### config.mk
export PLATFORM = sky130hd
export DESIGN_NAME = fsm_unlock_sequencer
export DESIGN_NICKNAME = d
export VERILOG_FILES = /design/src/rtl/fsm_unlock_pkg.sv /design/src/rtl/unlock_cycle_counter.sv /design/src/rtl/fsm_unlock_sequencer.sv
export SDC_FILE = /design/constraint.sdc
export NUM_CORES = 1
export LEC_CHECK = 0
export CELL_PAD_IN_SITES_DETAIL_PLACEMENT = 1
export CELL_PAD_IN_SITES_GLOBAL_PLACEMENT = 2
export CORE_ASPECT_RATIO = 1.2
export CORE_MARGIN = 4
export CORE_UTILIZATION = 28
export DETAILED_ROUTE_END_ITERATION = 12
export GPL_ROUTABILITY_DRIVEN = 0
export GPL_TIMING_DRIVEN = 1
export PLACE_DENSITY = 0.69
export SYNTH_ARGS = -nofsm -noshare
export SYNTH_HDL_FRONTEND = slang
export SYNTH_SLANG_ARGS = --single-unit
### constraint.sdc
create_clock -name clock -period 1.6 [get_ports clock]
set_clock_uncertainty 0.15 [all_clocks]
set_input_delay 0.48 -clock clock [delete_from_list [all_inputs] [get_ports clock]]
set_output_delay 0.48 -clock clock [all_outputs]
set_load 0.05 [all_outputs]
### src/rtl/fsm_unlock_pkg.sv
// Shared types and sizing helpers for the locked-FSM unlock sequencer.
package fsm_unlock_pkg;

  typedef enum logic [1:0] {
    ST_IDLE     = 2'd0,
    ST_RST_HOLD = 2'd1,
    ST_KEY      = 2'd2,
    ST_PASS     = 2'd3
  } state_t;

  localparam int DEF_RST_CYCLES = 10;

  // Counter must hold max(RST_CYCLES, KEY_LEN); it never wraps.
  function automatic int cnt_width(input int rst_cycles, input int key_len);
    int m;
    m = (rst_cycles > key_len) ? rst_cycles : key_len;
    return $clog2(m + 1);
  endfunction

endpackage

### src/rtl/unlock_cycle_counter.sv
// Phase cycle counter: clear, increment, terminal-count against a runtime limit.
module unlock_cycle_counter #(
  parameter int CW = 4
) (
  input  logic          clk,
  input  logic          rst,
  input  logic          clr,
  input  logic          inc,
  input  logic [CW-1:0] limit,
  output logic [CW-1:0] count,
  output logic          tc
);

  // Clear has priority so a phase change always starts counting from zero.
  always_ff @(posedge clk or posedge rst) begin
    if (rst)      count <= '0;
    else if (clr) count <= '0;
    else if (inc) count <= count + CW'(1);
  end

  assign tc = (count == limit);

endmodule

### src/rtl/fsm_unlock_sequencer.sv
// Drives a locked FSM: reset hold, key playback, then functional pass-through.
module fsm_unlock_sequencer
  import fsm_unlock_pkg::*;
#(
  parameter int                    IN_W       = 2,
  parameter int                    KEY_LEN    = 8,
  parameter logic [KEY_LEN*IN_W-1:0] KEY      = '0,
  parameter int                    RST_CYCLES = DEF_RST_CYCLES
) (
  input  logic            clock,
  input  logic            reset,
  input  logic            start,
  input  logic [IN_W-1:0] func_in,
  output logic [IN_W-1:0] obf_in,
  output logic            obf_reset,
  output logic            busy,
  output logic            done
);

  localparam int CW = cnt_width(RST_CYCLES, KEY_LEN);

  state_t          state, state_nxt;
  logic [CW-1:0]   cnt, limit;
  logic            cnt_clr, cnt_inc, cnt_tc;
  logic [IN_W-1:0] key_word, obf_in_nxt;
  logic            obf_reset_nxt, busy_nxt, done_nxt;

  // Terminal count depends on which phase is being timed.
  always_comb begin
    limit = (state == ST_KEY) ? CW'(KEY_LEN - 1) : CW'(RST_CYCLES - 1);
  end

  unlock_cycle_counter #(.CW(CW)) u_cnt (
    .clk   (clock),
    .rst   (reset),
    .clr   (cnt_clr),
    .inc   (cnt_inc),
    .limit (limit),
    .count (cnt),
    .tc    (cnt_tc)
  );

  // Key word for the step after the current one (step 0 is loaded on KEY entry).
  always_comb begin
    key_word = '0;
    for (int i = 1; i < KEY_LEN; i++)
      if (cnt == CW'(i - 1)) key_word = KEY[IN_W*i +: IN_W];
  end

  // State register.
  always_ff @(posedge clock or posedge reset) begin
    if (reset) state <= ST_IDLE;
    else       state <= state_nxt;
  end

  // Next state, counter control and next output values; start overrides everything.
  always_comb begin
    state_nxt     = state;
    cnt_clr       = 1'b0;
    cnt_inc       = 1'b0;
    obf_in_nxt    = '0;
    obf_reset_nxt = 1'b0;
    busy_nxt      = 1'b0;
    done_nxt      = 1'b0;
    if (start) begin
      state_nxt     = ST_RST_HOLD;
      cnt_clr       = 1'b1;
      obf_reset_nxt = 1'b1;
      busy_nxt      = 1'b1;
    end else begin
      case (state)
        ST_IDLE: obf_reset_nxt = 1'b1;
        ST_RST_HOLD: begin
          busy_nxt = 1'b1;
          if (cnt_tc) begin
            state_nxt  = ST_KEY;
            cnt_clr    = 1'b1;
            obf_in_nxt = KEY[IN_W-1:0];
          end else begin
            cnt_inc       = 1'b1;
            obf_reset_nxt = 1'b1;
          end
        end
        ST_KEY: begin
          if (cnt_tc) begin
            state_nxt  = ST_PASS;
            cnt_clr    = 1'b1;
            obf_in_nxt = func_in;
            done_nxt   = 1'b1;
          end else begin
            cnt_inc    = 1'b1;
            obf_in_nxt = key_word;
            busy_nxt   = 1'b1;
          end
        end
        ST_PASS: begin
          obf_in_nxt = func_in;
          done_nxt   = 1'b1;
        end
        default: state_nxt = ST_IDLE;
      endcase
    end
  end

  // Registered outputs; reset raises obf_reset asynchronously.
  always_ff @(posedge clock or posedge reset) begin
    if (reset) begin
      obf_in    <= '0;
      obf_reset <= 1'b1;
      busy      <= 1'b0;
      done      <= 1'b0;
    end else begin
      obf_in    <= obf_in_nxt;
      obf_reset <= obf_reset_nxt;
      busy      <= busy_nxt;
      done      <= done_nxt;
    end
  end

endmodule

==> impl_metrics.toml <==
[die]
dieArea_mm2 = 0.00288
core-area_mm2 = 0.00191
num_io_pins = 10
die_h_um = 58.0
die_w_um = 49.7
floorplan.initialDensity_pct = 30.5
fp-row-count = 17

[sta]
fin_ws_ps = -32.9
period_minus_slack_ps = 1630
fmax_mhz = 612
tightest_slew_ps = 302
whs_ps = 333
period_share_pct = 102
final-max-slew-violation-count = 0
slew_headroom_pct = 79.9
setup_viol = 1
fin_setup_tns_ps = -32.9
final_hold_viol_count = 0
rsz0062_at_grt = "true"

[detailed_routing]
drtIter0Drc = 2
antenna_left = 0
remaining_drc_errors = 0
finalWirelength_um = 1320
vias = 474
wl_per_cell_um = 13.5
drt-pass1-iter-count = 2
viasPerCell = 4.84

[setup_path]
endpoint_kind = "flip-flop"
critPathMaxStageDelay_ps = 400
arrival_ps = 1650
startpoint_type = "flip-flop"
cp_slowest_cell = "dfrtp_1"
worst_ep_required_time_ps = 1610
crit_fanout = 4
worstPathCellList = "inv_2 > ha_4 > and4b_4 > o21a_4 > a21oi_2 > a211o_1"
path_class = "flip-flop to flip-flop"

[pwr]
leakagePower_nw = 0.392
vdd_drop_max_mv = 0.506
pwr_density_cell_mw_per_mm2 = 609
p_total_uw = 547

[min_path]
hold_path_class = "input port to async pin"

[grt]
grt_max_degree = 12
grt_first_pass_wirelength_um = 2290
grt-ovfl-total = 0
antenna_found_initial = 0
grt_pass1_vias = 492
grt_usage_pct = 10.3

[yosys]
ys_types = 23
synth-adder-area-share_pct = 10.7
seq_area_frac_synth_pct = 47.4
ys_seq_elements = 11
syn_area_per_cell_um2 = 10.4
synth.top_cell.area_share_pct = 42.9
synth_compound_area_share_pct = 17.4
ys_top_cells_by_area = "dfrtp_1 43%, ha_1 11%, a21oi_1 5.2%, dfstp_2 4.5%, nor2_1 3.2%"
synth_cells = 56
synth_area_um2 = 583
synth.net_count = 66
yosysTopAreaCell = "dfrtp_1"
synth.area.mux_share_pct = 0
synth_top_family_by_area = "simple AND/OR/NAND/NOR gates"
synth-xor-area-share_pct = 1.50
yosys_warnings = 0
yosys.area_share.simple_pct = 19.3

[clock_network]
hold_buffers = 0
cts-buffers-inserted = 3
clock_path_buffers = 2
cts_root_buffer = "clkbuf_4"
tritoncts = "done"
worst_setup_hold_path_clk_slew_ps = 80
htree_levels = 1
clock_latency_ps = 270
clock_sinks = 11

[flow_run]
drv_cap = 0

[final_layout]
multi_input_area_um2 = 329
fillers = 219
finalNetCount = 90
diodes = 0
fin_util_pct = 46.9
seq_area_um2 = 278
fin_area_um2 = 898
syn2layout_area_growth_pct = 54.1
drive_above_1_share_pct = 40.5

[placement]
port-buffer-count = 9
placed_area_um2 = 832
dp_hpwl_um = 1050

[run_status]
failed_checks = "setup timing"
outcome = "finished with violations"
worst paths after layout:
kind / from / to / slack (ps) / cells past startpoint
worst max-delay path: state[0] / state[0] / -30 / 6
worst min-delay path: reset / u_cnt.count[2] / 330 / 3
worst max register to register: state[0] / state[0] / -30 / 6
worst min register to register: u_cnt.count[3] / u_cnt.count[3] / 480 / 2
max in group asynchronous: reset / obf_reset / 740 / 3
min in group clock: u_cnt.count[3] / u_cnt.count[3] / 480 / 2
cells in the final DEF, fill, tap and decap left out, types with 2 or more instances in the layout:
cell type and count:
buf_4 12, dfrtp_1 9, a21oi_1 6, nor2_1 5
buf_12 5, clkdlybuf4s50_1 4, o21ai_0 3, nand2_1 3
ha_1 3, clkbuf_4 3, inv_2 2, and2_1 2
o21ai_1 2, a211o_1 2, ha_4 2
logic make-up (layout without fill, tap and decap cells):
group / count (synthesis) / count (layout)
and+or+nand+nor: 18 / 18
AOI/OAI and AO/OA: 16 / 16
DFF: 11 / 11
adders and majority gates: 5 / 5
buffers and inverters: 5 / 28
xor gates and xnor gates: 1 / 1
worst max-delay path, delay by kind of cell, from the launching register on:
family	cells	cell delay [ps]
adder cells (fa/ha/maj)	1	170
AO/OA/AOI/OAI	3	410
buffers and inverters	1	120
flip-flops	1	400
AND/OR/NAND/NOR	1	280
Yosys cell counts:
library cell   n
a211o_1        2
a21oi_1        6
a21oi_2        1
and2_1         2
and2b_1        1
and4b_4        1
buf_2          2
dfrtp_1       10
dfstp_2        1
ha_1           5
inv_1          3
nand2_1        3
nand2b_1       1
nand3_1        1
nor2_1         5
nor2b_1        1
nor4b_1        1
nor4b_2        1
o21a_4         1
o21ai_0        3
o21ai_1        3
or2b_1         1
xnor2_1        1
where the power goes:
part,total [mW],switching [mW],leakage [nW],internal (mW)
registers,0.299,0.0144,0.136,0.285
logic,0.0523,0.0236,0.241,0.0288
clock network,0.195,0.0990,0.0150,0.0965
total,0.547,0.137,0.392,0.410
layer usage:
| metal | GRT usage, % | routed length (um) |
|---|---|---|
| met3 | 2.31 | 17 |
| met5 | 0 | 0 |
| met1 | 12.7 | 625 |
| met4 | 3.56 | 17 |
| met2 | 17.6 | 663 |
registers in the layout (all words and copies together), names as in the netlist:
signal and cells:
obf_in 2, u_cnt.count 4, busy 1, obf_reset 1, done 1, state 2
metrics by stage:
| stage | setup slack, ps | cells |
|---|---|---|
| 6_report | -32.9 | 98 |
| 3_3_place_gp | -22.6 | 91 |
| 5_1_grt | -99.4 | 98 |
| 3_5_place_dp | -44.7 | 91 |
| 2_1_floorplan | -2.24 | 56 |
| 4_1_cts | -40.1 | 96 |
final cells by class:
class / instances / share of cell area (%)
inverter: 3 / 1.25
multi-input combinational: 40 / 36.6
tap: 19 / 2.65
sequential: 11 / 30.9
timing repair buffer: 21 / 25.6
clock buffer: 4 / 2.92
repair_timing:
item | 4_1_cts | 5_1_grt
cloned | 0 | 0
pin swaps | 1 | 10
buffers inserted | 1 | 2
endpoints found under the setup margin | 4 | 8
resized for setup | 0 | 4
Power figures use the tool's default switching activity.
